<file path="src/rtl/i2c_target_controller.sv">
// I2C target: synchronises SCL/SDA, decodes START/STOP, ACKs its own address and
// moves bytes to/from user logic with a one-byte handshake. No clock stretching.
module i2c_target_controller #(
    parameter logic [6:0] ADDR        = 7'h48,
    parameter int         SYNC_STAGES = 2
) (
    input  logic       clk,
    input  logic       rst_n,
    input  logic       scl_i,
    input  logic       sda_i,
    output logic       sda_oe_o,
    input  logic [7:0] tx_data_i,
    input  logic       rx_ready_i,
    output logic [7:0] rx_data_o,
    output logic       rx_valid_o,
    output logic       tx_req_o,
    output logic       addr_match_o,
    output logic       rw_o,
    output logic       busy_o
);

    typedef enum logic [2:0] {
        IDLE,
        ADDR_BYTE,
        ACK,
        RX_BYTE,
        TX_BYTE,
        WAIT_STOP
    } state_e;

    state_e                 state_q;
    logic [SYNC_STAGES-1:0] sclSync_q;
    logic [SYNC_STAGES-1:0] sdaSync_q;
    logic                   sclPrev_q;
    logic                   sdaPrev_q;
    logic [3:0]             bitCnt_q;
    logic [6:0]             shift_q;
    logic                   sdaOe_q;
    logic [7:0]             rxData_q;
    logic                   rxValid_q;
    logic                   txReq_q;
    logic                   addrMatch_q;
    logic                   rw_q;
    logic                   busy_q;

    logic       sclS;
    logic       sdaS;
    logic       sclRise;
    logic       sclFall;
    logic       startEv;
    logic       stopEv;
    logic [7:0] rxByte_d;

    // The bus idles high, so synchronisers reset to 1 to avoid phantom edges.
    always_ff @(posedge clk or negedge rst_n) begin
        if (!rst_n) begin
            sclSync_q <= '1;
            sdaSync_q <= '1;
            sclPrev_q <= 1'b1;
            sdaPrev_q <= 1'b1;
        end else begin
            sclSync_q <= {sclSync_q[SYNC_STAGES-2:0], scl_i};
            sdaSync_q <= {sdaSync_q[SYNC_STAGES-2:0], sda_i};
            sclPrev_q <= sclS;
            sdaPrev_q <= sdaS;
        end
    end

    assign sclS     = sclSync_q[SYNC_STAGES-1];
    assign sdaS     = sdaSync_q[SYNC_STAGES-1];
    assign sclRise  = sclS & ~sclPrev_q;
    assign sclFall  = ~sclS & sclPrev_q;
    assign startEv  = sclS & sclPrev_q & sdaPrev_q & ~sdaS;
    assign stopEv   = sclS & sclPrev_q & ~sdaPrev_q & sdaS;
    assign rxByte_d = {shift_q, sdaS};

    always_ff @(posedge clk or negedge rst_n) begin
        if (!rst_n) begin
            state_q     <= IDLE;
            bitCnt_q    <= 4'd0;
            shift_q     <= 7'd0;
            sdaOe_q     <= 1'b0;
            rxData_q    <= 8'h00;
            rxValid_q   <= 1'b0;
            txReq_q     <= 1'b0;
            addrMatch_q <= 1'b0;
            rw_q        <= 1'b0;
            busy_q      <= 1'b0;
        end else begin
            rxValid_q   <= 1'b0;
            txReq_q     <= 1'b0;
            addrMatch_q <= 1'b0;
            if (startEv) begin
                state_q  <= ADDR_BYTE;
                bitCnt_q <= 4'd0;
                sdaOe_q  <= 1'b0;
                busy_q   <= 1'b1;
            end else if (stopEv) begin
                state_q  <= IDLE;
                bitCnt_q <= 4'd0;
                sdaOe_q  <= 1'b0;
                busy_q   <= 1'b0;
            end else begin
                case (state_q)
                    ADDR_BYTE: begin
                        if (sclRise) begin
                            shift_q  <= rxByte_d[6:0];
                            bitCnt_q <= bitCnt_q + 4'd1;
                            if (bitCnt_q == 4'd7) begin
                                if (rxByte_d[7:1] == ADDR) begin
                                    rw_q        <= rxByte_d[0];
                                    addrMatch_q <= 1'b1;
                                    state_q     <= ACK;
                                end else begin
                                    state_q <= WAIT_STOP;
                                end
                            end
                        end
                    end
                    // Shared by the address and write-data ACKs; rw_q is 0 for the latter.
                    ACK: begin
                        if (sclFall) begin
                            sdaOe_q <= 1'b1;
                        end else if (sclRise) begin
                            bitCnt_q <= 4'd0;
                            if (rw_q) begin
                                txReq_q <= 1'b1;
                                state_q <= TX_BYTE;
                            end else begin
                                state_q <= RX_BYTE;
                            end
                        end
                    end
                    RX_BYTE: begin
                        if (sclFall) begin
                            sdaOe_q <= 1'b0;
                        end else if (sclRise) begin
                            shift_q  <= rxByte_d[6:0];
                            bitCnt_q <= bitCnt_q + 4'd1;
                            if (bitCnt_q == 4'd7) begin
                                rxData_q  <= rxByte_d;
                                rxValid_q <= 1'b1;
                                state_q   <= rx_ready_i ? ACK : WAIT_STOP;
                            end
                        end
                    end
                    // Count 0 on a fall means a fresh byte; 8 means the master's ACK slot.
                    TX_BYTE: begin
                        if (sclFall) begin
                            if (bitCnt_q == 4'd0) begin
                                shift_q <= tx_data_i[6:0];
                                sdaOe_q <= ~tx_data_i[7];
                            end else if (bitCnt_q == 4'd8) begin
                                sdaOe_q <= 1'b0;
                            end else begin
                                shift_q <= {shift_q[5:0], 1'b0};
                                sdaOe_q <= ~shift_q[6];
                            end
                        end else if (sclRise) begin
                            if (bitCnt_q == 4'd8) begin
                                bitCnt_q <= 4'd0;
                                if (!sdaS) begin
                                    txReq_q <= 1'b1;
                                end else begin
                                    state_q <= WAIT_STOP;
                                end
                            end else begin
                                bitCnt_q <= bitCnt_q + 4'd1;
                            end
                        end
                    end
                    default: begin
                        sdaOe_q <= 1'b0;
                    end
                endcase
            end
        end
    end

    assign sda_oe_o     = sdaOe_q;
    assign rx_data_o    = rxData_q;
    assign rx_valid_o   = rxValid_q;
    assign tx_req_o     = txReq_q;
    assign addr_match_o = addrMatch_q;
    assign rw_o         = rw_q;
    assign busy_o       = busy_q;

endmodule

</file>
<file path="config.mk">
export PLATFORM = sky130hd
export DESIGN_NAME = i2c_target_controller
export DESIGN_NICKNAME = d
export VERILOG_FILES = /design/src/rtl/i2c_target_controller.sv
export SDC_FILE = /design/constraint.sdc
export NUM_CORES = 1
export LEC_CHECK = 0
export BUFFER_PORTS_ARGS = -buffer_cell sky130_fd_sc_hd__buf_4
export CAP_MARGIN = 40
export CELL_PAD_IN_SITES_DETAIL_PLACEMENT = 1
export CELL_PAD_IN_SITES_GLOBAL_PLACEMENT = 2
export CORE_UTILIZATION = 36
export CTS_CLUSTER_DIAMETER = 60
export DETAILED_ROUTE_END_ITERATION = 10
export MAX_ROUTING_LAYER = met4
export PLACE_DENSITY_LB_ADDON = 0.1
export SLEW_MARGIN = 25
export SYNTH_ARGS = -nofsm -noshare
export SYNTH_HDL_FRONTEND = slang
export SYNTH_SLANG_ARGS = --single-unit
</file>
<file path="constraint.sdc">
create_clock -name clk -period 2.1 [get_ports clk]
set_input_delay 0.42 -clock clk [delete_from_list [all_inputs] [get_ports clk]]
set_output_delay 0.42 -clock clk [all_outputs]
set_load 0.05 [all_outputs]
</file>
==> flow_summary.json <==
{
  "status": "finished, final reports clean",
  "synthArstFlopShare_pct": 100,
  "start_util_pct": 37.6,
  "leakage_uw": 0.00102,
  "drt_iter0_drc": 43,
  "worst_skew_pair.late_latency_ns": 0.28,
  "r2r_cells": 4,
  "wirelength_mm": 4.50,
  "grt_usage_pct": 20.1,
  "synth_common_cells": "dfrtp_1, nand2_1, mux2_2",
  "hold_class": "input pin to asynchronous set/reset pin",
  "finalSetupViolations": 0,
  "critPathArrivalTime_ns": 2.16,
  "worst_pin_slew_ns": 0.543,
  "vias": 1441,
  "coreArea_um2": 4750,
  "vdd.ir_drop.worst_mv": 0.432,
  "cts_tree": "yes",
  "clk_path_buf_depth": 2,
  "relSlewSlack_pct": 63.8,
  "synth_top_cell_area_share_pct": 39.2,
  "synth_area_leaders": "dfrtp_1, dfstp_2, mux2_2",
  "hold_viol": 0,
  "power_density_nw_per_um2": 874,
  "r2r_setup_slack_ns": 0.11,
  "place_congestion": 0.880,
  "fmax_mhz": 502,
  "r2r_end": "rw_o$_DFFE_PN0P_",
  "yosysMostFrequentCell": "dfrtp_1",
  "row_count": 25,
  "crit_required_ns": 2.27,
  "yosys.cell_types.count": 47,
  "final_nets": 220,
  "dp_cells": 265,
  "synth_edf_count": 0,
  "r2r_start": "shift_q[2]$_DFFE_PN0P_",
  "syn2layout_area_growth_pct": 21.2,
  "dr.pass1.iters": 4,
  "cts_setup_buffers": 0,
  "start_kind": "flop",
  "ys.flop_type": "dfrtp_1",
  "drv_cap": 0,
  "clock_skew_ns": 0.00557,
  "end_kind": "flop",
  "grt_first_pass_wirelength_mm": 7.53,
  "fin_tns_setup_ns": 0,
  "htree_levels": 2,
  "cts.clk_slew.worst_paths_ns": 0.07,
  "cts-root-buf": "clkbuf_8",
  "seq_area_frac_synth_pct": 48.1,
  "min_period_over_period_pct": 94.9,
  "grt_max_degree": 35,
  "rsz0062_at_grt": "false",
  "ios": 27,
  "portBuffers": 26,
  "drc": 0,
  "syn_nets": 189,
  "grt_pass1_vias": 1563,
  "grt_antenna_before_repair": 0,
  "grt-ovfl-total": 0,
  "die-height_um": 72.4,
  "die_area_um2": 5250,
  "final_util_pct": 45.5,
  "synth.avg_cell_area_um2": 10.3,
  "yosys_warnings": 0,
  "antenna_left": 0,
  "synth-seq-cells": 34,
  "synthCells": 174,
  "dp_hpwl_mm": 3.43,
  "maxSlewViolCount": 0,
  "critPathKind": "flop to flop",
  "wire_per_inst_um": 16.5,
  "viasPerCell": 5.28,
  "period_minus_slack_ns": 1.99,
  "cts_inserted_buffers": 5,
  "synth_top_area_cell": "dfrtp_1",
  "die-width_um": 72.4,
  "drive_gt1_share_pct": 31.6,
  "antenna_cells": 0,
  "cts_sinks": 34,
  "final_cells": 273,
  "netlist_area_um2": 1790,
  "crit_fanout": 4
}
-- worst max path at each step --
stage,from,endpoint,slack [ns]
floorplan,state_q[1]$_DFFE_PN0P_,state_q[0]$_DFFE_PN0P_,0.24
global placement,shift_q[2]$_DFFE_PN0P_,rw_o$_DFFE_PN0P_,0.006
detailed placement,shift_q[2]$_DFFE_PN0P_,rw_o$_DFFE_PN0P_,-0.01
CTS,state_q[0]$_DFFE_PN0P_,state_q[0]$_DFFE_PN0P_,0.03
global route,shift_q[2]$_DFFE_PN0P_,rw_o$_DFFE_PN0P_,0.004
finish,shift_q[2]$_DFFE_PN0P_,rw_o$_DFFE_PN0P_,0.11
-- what timing repair did --
action                                 CTS  global route
resized for setup                        2             1
hold buffers                             0             0
endpoints found under the hold margin    0             0
setup endpoints to repair                2             1
-- state kept, by name (all words and copies together) (netlist names), 2 cells and up --
signal,cells
bitCnt_q,4
rx_data_o,8
sclSync_q,2
sdaSync_q,2
shift_q,7
state_q,3
-- cell type report --
cell class,instances,area (µm²)
Multi-Input combinational cell,123,853
Fill cell,554,2590
Inverter,8,30.0
Sequential cell,34,858
Tap cell,67,83.8
Timing Repair Buffer,33,248
Clock inverter,1,5.00
Clock buffer,7,86.3
-- per-layer routing --
metal	wire length (µm)	GRT usage, %	part of all wire [%]
met1	1960	23.5	43
met2	2280	32.4	51
met3	147	4.58	3.3
met4	116	10.0	2.6
met5	0	-	0
-- critical path: stages (launching register included) --
cell	delay, ns
dfrtp_1	0.43
nor4b_1	0.39
nand3_1	0.29
nor4_2	0.40
mux2_2	0.38
-- through the flow --
| step | hold slack, ns | worst slack [ns] | power (µW) | cell area [µm²] |
|---|---|---|---|---|
| final | 0.0715 | 0.107 | 1890 | 2160 |
| after detailed placement | 0.353 | -0.0105 | 1410 | 2060 |
| after floorplan | 0.124 | 0.244 | 1230 | 1790 |
| after CTS | 0.0824 | 0.0258 | 1930 | 2160 |
| after global routing | 0.0905 | 0.00424 | 2020 | 2160 |
| after global placement | 0.346 | 0.00627 | 1380 | 2060 |
-- power breakdown --
| part | internal [µW] | switching (µW) | total, µW |
|---|---|---|---|
| sequential | 775 | 126 | 901 |
| combinational | 220 | 273 | 493 |
| clock | 264 | 233 | 497 |
-- cell families (layout without fill, tap and decap cells) --
family                   Yosys count  after routing  synth area share [%]
AO/OA/AOI/OAI                     41             41                  15.5
XOR/XNOR                           2              2                 0.981
adder cells (fa/ha/maj)            2              2                  1.40
buffers and inverters             17             49                  4.70
flip-flops                        34             34                  48.1
multiplexers                      16             16                  9.67
AND/OR/NAND/NOR                   62             62                  19.7
-- placed cells by master (no fill, tap or decap), types with 2 or more instances in the layout --
cell type and instances:
a211oi_1 2, a21oi_1 5, a32o_1 2, and3_1 2, buf_4 33, clkbuf_8 6
dfrtp_1 28, dfstp_2 6, ha_1 2, inv_1 8, mux2_2 10, mux2i_1 6
nand2_1 14, nand2b_1 5, nand3_1 6, nand3b_1 4, nand4_1 2, nor2_1 8
nor2b_1 8, o211ai_1 3, o21ai_0 6, o21ai_1 7, o22ai_1 3, or2_2 4
or3b_1 2, xnor2_1 2
(Power assumes the default switching activity.)
